<file path="src/rtl/perf_event_counter_bank.sv">
// Bank of NUM_EVENTS performance counters. Each channel counts either the
// cycles its event line is high (level mode) or its 0->1 edges (edge mode).
// A snapshot copies every live counter into a shadow register in one cycle,
// which gives a consistent view across channels. A request/acknowledge read
// port returns one shadow value and its channel's overflow flag per request.
//
// Ports
//   clk        clock, all state changes on the rising edge
//   reset      asynchronous reset, active low
//   en         global count enable
//   clr        synchronous clear of live counters and overflow flags
//   evt        raw event lines, one per channel
//   edge_mode  per channel: 1 = count rising edges, 0 = count cycles high
//   snap       copy live counters into the shadow registers
//   rd_req     read request, accepted only while the read port is idle
//   rd_sel     channel index of the read
//   rd_ack     one-cycle pulse; rd_data/rd_ovf are valid while it is high
//   rd_data    shadow value of the selected channel (0 if out of range)
//   rd_ovf     sticky overflow flag of the selected channel (0 if out of range)
//   ovf        live sticky overflow flags
module perf_event_counter_bank #(
  parameter int unsigned NUM_EVENTS = 8,
  parameter int unsigned CNT_WIDTH  = 32,
  parameter bit          SATURATE   = 1'b0,
  localparam int unsigned SEL_W     = (NUM_EVENTS > 1) ? $clog2(NUM_EVENTS) : 1
) (
  input  logic                  clk,
  input  logic                  reset,
  input  logic                  en,
  input  logic                  clr,
  input  logic [NUM_EVENTS-1:0] evt,
  input  logic [NUM_EVENTS-1:0] edge_mode,
  input  logic                  snap,
  input  logic                  rd_req,
  input  logic [SEL_W-1:0]      rd_sel,
  output logic                  rd_ack,
  output logic [CNT_WIDTH-1:0]  rd_data,
  output logic                  rd_ovf,
  output logic [NUM_EVENTS-1:0] ovf
);

  localparam logic [CNT_WIDTH-1:0] CNT_MAX = {CNT_WIDTH{1'b1}};

  typedef enum logic [1:0] {
    IDLE   = 2'd0,
    LOOKUP = 2'd1,
    RESP   = 2'd2
  } rd_state_t;

  logic [CNT_WIDTH-1:0]  cnt    [NUM_EVENTS];
  logic [CNT_WIDTH-1:0]  shadow [NUM_EVENTS];
  logic [NUM_EVENTS-1:0] evt_prev;
  logic [NUM_EVENTS-1:0] inc;

  rd_state_t            state_q, state_d;
  logic [SEL_W-1:0]     sel_q, sel_d;
  logic                 ack_d;
  logic [CNT_WIDTH-1:0] data_d;
  logic                 rovf_d;
  logic                 sel_valid;

  // evt_prev tracks evt unconditionally, so toggling en or edge_mode can
  // never manufacture an edge out of a line that was already high.
  assign inc = en ? ((edge_mode & evt & ~evt_prev) | (~edge_mode & evt))
                  : '0;

  // Live counters, overflow flags and shadows. The shadow copy reads the
  // pre-edge counter, so snap together with clr keeps the pre-clear value.
  always_ff @(posedge clk or negedge reset) begin
    if (!reset) begin
      for (int i = 0; i < NUM_EVENTS; i++) begin
        cnt[i]    <= '0;
        shadow[i] <= '0;
      end
      ovf      <= '0;
      evt_prev <= '0;
    end else begin
      evt_prev <= evt;
      for (int i = 0; i < NUM_EVENTS; i++) begin
        if (snap) begin
          shadow[i] <= cnt[i];
        end
        if (clr) begin
          cnt[i] <= '0;
          ovf[i] <= 1'b0;
        end else if (inc[i]) begin
          if (cnt[i] == CNT_MAX) begin
            ovf[i] <= 1'b1;
            if (!SATURATE) begin
              cnt[i] <= '0;
            end
          end else begin
            cnt[i] <= cnt[i] + CNT_WIDTH'(1);
          end
        end
      end
    end
  end

  assign sel_valid = (32'(sel_q) < NUM_EVENTS);

  // Read port state register and registered response.
  always_ff @(posedge clk or negedge reset) begin
    if (!reset) begin
      state_q <= IDLE;
      sel_q   <= '0;
      rd_ack  <= 1'b0;
      rd_data <= '0;
      rd_ovf  <= 1'b0;
    end else begin
      state_q <= state_d;
      sel_q   <= sel_d;
      rd_ack  <= ack_d;
      rd_data <= data_d;
      rd_ovf  <= rovf_d;
    end
  end

  // Read port next state; the shadow is sampled on the LOOKUP->RESP edge,
  // which is the same edge that raises rd_ack for the RESP cycle.
  always_comb begin
    state_d = state_q;
    sel_d   = sel_q;
    ack_d   = 1'b0;
    data_d  = rd_data;
    rovf_d  = rd_ovf;
    unique case (state_q)
      IDLE: begin
        if (rd_req) begin
          sel_d   = rd_sel;
          state_d = LOOKUP;
        end
      end
      LOOKUP: begin
        state_d = RESP;
        ack_d   = 1'b1;
        if (sel_valid) begin
          data_d = shadow[sel_q];
          rovf_d = ovf[sel_q];
        end else begin
          data_d = '0;
          rovf_d = 1'b0;
        end
      end
      RESP: begin
        state_d = IDLE;
      end
      default: begin
        state_d = IDLE;
      end
    endcase
  end

endmodule
</file>
<file path="config.mk">
export PLATFORM = sky130hd
export DESIGN_NAME = perf_event_counter_bank
export DESIGN_NICKNAME = d
export VERILOG_FILES = /design/src/rtl/perf_event_counter_bank.sv
export SDC_FILE = /design/constraint.sdc
export NUM_CORES = 1
export LEC_CHECK = 0
export CAP_MARGIN = 40
export CORE_MARGIN = 2
export CORE_UTILIZATION = 55
export CTS_BUF_LIST = sky130_fd_sc_hd__clkbuf_4 sky130_fd_sc_hd__clkbuf_8 sky130_fd_sc_hd__clkbuf_16
export CTS_CLUSTER_SIZE = 24
export DETAILED_ROUTE_END_ITERATION = 10
export PLACE_DENSITY = 0.75
export SLEW_MARGIN = 20
export SYNTH_ARGS = -nofsm -noshare
export SYNTH_HDL_FRONTEND = slang
export SYNTH_SLANG_ARGS = --single-unit
export TNS_END_PERCENT = 100
</file>
<file path="constraint.sdc">
create_clock -name clk -period 2.5 [get_ports clk]
set_clock_uncertainty 0.15 [all_clocks]
set_input_delay 0.375 -clock clk [delete_from_list [all_inputs] [get_ports clk]]
set_output_delay 0.375 -clock clk [all_outputs]
set_load 0.005 [all_outputs]
</file>
==> impl_metrics.tcl <==
set metrics [dict create \
    maxCapViolCount 0 \
    synthArstFlopShare_pct 100 \
    cp_common_cell "or4_4" \
    power.density_nw_per_um2 632 \
    drt_first_pass_iters 5 \
    synth_net_count 2339 \
    rows 80 \
    cts.sinks 567 \
    critical_path_class "flop to flop" \
    finalInstanceArea_um2 31200 \
    most_used_flip_flop_cell_after_synthesis "dfrtp_1" \
    synth_area_per_cell_um2 11.6 \
    layout-drive-gt1-share_pct 25.8 \
    crit_cells 5 \
    gpl.final_weighted_congestion 0.926 \
    grt.total_usage_pct 29.4 \
    edff_count_synth 0 \
    timing.reg2reg.worst_path_depth 5 \
    synthToLayoutAreaGrowth_pct 16.9 \
    layout_min_cycle_time_ns 2.44 \
    worst-slew-pin-transition_ns 0.775 \
    fmax_ghz 0.410 \
    ios 67 \
    worstSetupStartpointType "flop" \
    first_iter_violations 2024 \
    postSynthRegisterBits 567 \
    yosysWarnings 0 \
    ant_nets 0 \
    clock_insertion_delay_worst_skew_ns 0.61 \
    ff_latch_area_um2 14200 \
    timing.critical_path.fanout_max 10 \
    post_layout_nonfiller_instances 3140 \
    hold_ws_ns 0.0410 \
    cts_max_path_buffers 3 \
    h-tree-depth 2 \
    sequential_to_total_area_share_from_yosys_stat_pct 53.1 \
    setup.reg_to_reg.worst_slack_ns 0.06 \
    clk_root_buffer_cell "clkbuf_16" \
    critical_path.reg2reg.startpoint "cnt[75]" \
    place_area_um2 29200 \
    cts_tree "done" \
    synth_cells 2306 \
    route.detailed.wl_per_inst_um 23.1 \
    placed_cells_incl_taps 3033 \
    hp-class "primary input to flop" \
    number_of_buffers_created_by_cts 57 \
    outcome "completed" \
    cts.reportedPaths.clkPinSlew_ns 0.06 \
    irDropWorstVdd_v 0.000348 \
    die_w_um 224 \
    drc 0 \
    r2r-end "cnt[91]" \
    unrepaired_setup_endpoints_after_global_routing "false" \
    cp_data_required_time_ns 2.88 \
    detailroute.via_count 19900 \
    globalRoute.totalOverflow 0 \
    static-leakage-power_uw 0.0137 \
    hold_violations 0 \
    whs_endpoint "cnt[224]" \
    dieArea_um2 50400 \
    final.period_utilization_pct 97.5 \
    timing_max_transition_violations_final 0 \
    io_buffers 66 \
    number_of_setup_buffers_added_after_cts 0 \
    cp_slowest_stage_delay_ns 0.62 \
    crit_buf_inv 0 \
    multi_input_logic_area_um2 11900 \
    fillers 3514 \
    crit_path_cell_trace "nand4_2 -> or4_4 -> or3_4 -> or4_4 -> a21oi_2" \
    yosys.cell_types.count 54 \
    vias_per_cell 6.33 \
    pin_count_of_the_biggest_net_entering_global_routing 83 \
    grt_antenna_before_repair 1 \
    critPathTopFamily "simple AND/OR/NAND/NOR gates" \
    setup_viol_count_final 0 \
    maxSlewHeadroom_pct 48.1 \
    holdPathStages 3 \
    initial_core_util_pct 55.8 \
    grt_first_pass_wirelength_um 114000 \
    detailedPlacementHpwl_um 52000 \
    worst-endpoint-arrival_ns 2.82 \
    crit_slowest_cell "or4_4" \
    synth.cell_area_um2 26700 \
    nets_final 2511 \
    critical_path.endpoint_type "flop" \
    fp.coreArea_um2 47800 \
    detail_route.wirelength_um 72500 \
    timing.hold.worst.start "clr" \
    die_y_um 224 \
    first_global_vias 19800 \
]
[cell families (layout without fill, tap and decap cells)]
logic type,count (synthesis),after routing,share of synthesized area [%]
AOI/OAI and AO/OA,189,189,4.05
adders and majority gates,8,8,0.375
buffers and inverters,158,375,2.47
muxes,359,359,17.8
and+or+nand+nor,840,840,16.2
xor gates and xnor gates,185,185,6.06
other,0,2,0
DFF,567,567,53.1
[cell usage after synthesis (3+ instances only)]
cell	count	area, um^2
mux4_2	66	1490
buf_6	3	33.8
nor4_1	74	463
xnor2_1	124	1090
buf_1	14	52.6
and3_1	19	119
a31o_2	7	61.3
ha_1	8	100
nand4b_1	4	35.0
o31ai_1	20	150
nor3_1	44	220
or4_1	30	225
and2_1	9	56.3
a31oi_1	9	56.3
mux2_2	260	2930
nand3_1	83	415
nor3b_1	5	37.5
a21o_1	3	22.5
inv_1	28	105
a21oi_1	69	345
and4_1	23	201
clkbuf_1	103	387
nand3b_1	3	22.5
o21ai_0	68	340
dfrtp_1	567	14200
buf_2	7	35.0
o21a_1	3	22.5
nand4_1	91	569
mux2i_1	33	330
xor2_1	61	534
nor2_1	226	848
or2_2	4	25.0
nor4b_1	15	131
nand2_1	158	593
or3_1	41	257
[per-stage QoR]
step / utilization [%] / TNS (ns) / power, uW / worst slack [ns]
6_report: 65.3 / 0 / 19700 / 0.0618
5_1_grt: 65.3 / 0 / 20300 / 0.00191
4_1_cts: 65.2 / 0 / 19800 / 0.0135
3_5_place_dp: 61.1 / -3.09 / 11100 / -0.179
3_3_place_gp: 61.1 / -1.80 / 11000 / -0.145
2_1_floorplan: - / 0 / 10400 / 0.0294
[registers in the layout, summed over array words and instances (netlist names)]
register	count
evt_prev	8
state_q	2
shadow	256
rd_data	32
cnt	256
sel_q	3
rd_ovf	1
ovf	8
rd_ack	1
[cells in the final DEF (no fill, tap or decap), types with 5 or more instances in the layout]
master / count
dfrtp_1: 564
mux2_2: 260
nor2_1: 226
nand2_1: 158
buf_4: 153
xnor2_1: 124
nand4_1: 91
nand3_1: 82
nor4_1: 71
a21oi_1: 67
o21ai_0: 67
mux4_2: 66
clkdlybuf4s50_1: 63
xor2_1: 61
clkbuf_16: 57
nor3_1: 44
or3_1: 38
mux2i_1: 33
inv_1: 28
or4_1: 28
buf_12: 23
and4_1: 22
o31ai_1: 20
and3_1: 19
clkinv_2: 17
nor4b_1: 15
clkbuf_8: 13
clkbuf_4: 12
and2_1: 9
a31oi_1: 8
a31o_2: 7
ha_1: 7
bufinv_16: 5
[worst reg2reg max path: cells and delay by family, from the launching register on]
family	cells	cell delay [ns]
compound gates	1	0.13
simple gates	4	1.69
flops	1	0.39
[layer usage]
metal | GRT usage, % | part of all wire, % | vias to the layer above
met5 | 0 | 0 | -
met3 | 5.26 | 8.5 | 140
met4 | 10.2 | 3.0 | 0
met2 | 44.6 | 46 | 939
li1 | - | - | 8718
met1 | 43.1 | 43 | 10100
[how the worst max path moves through the flow]
stage / startpoint / end / slack, ns
global placement: en / cnt[89] / -0.15
global route: cnt[96] / cnt[123] / 0.002
CTS: cnt[75] / cnt[90] / 0.01
detailed placement: en / cnt[155] / -0.18
finish: cnt[75] / cnt[91] / 0.06
floorplan: cnt[73] / cnt[92] / 0.03
[power by group]
group / total, uW / internal, uW / switching, uW
clock network: 8820 / 5200 / 3620
registers: 9370 / 9240 / 136
logic: 1550 / 648 / 904
total: 19700 / 15100 / 4660
[cell type report]
class | instances | share of cell area (%)
clock buffer | 82 | 5.43
timing repair buffer | 243 | 7.31
clock inverter | 22 | 0.753
tap | 615 | 2.46
inverter | 28 | 0.336
antenna | 2 | 0.0160
multi-input combinational | 1581 | 38.2
sequential | 567 | 45.4
[repair_timing]
action,4_1_cts,5_1_grt
hold endpoints to repair,149,0
gates resized for setup,0,12
endpoints found under the setup margin,0,86
hold buffers,1,0
Note: power is estimated with default switching activity, not from simulation.
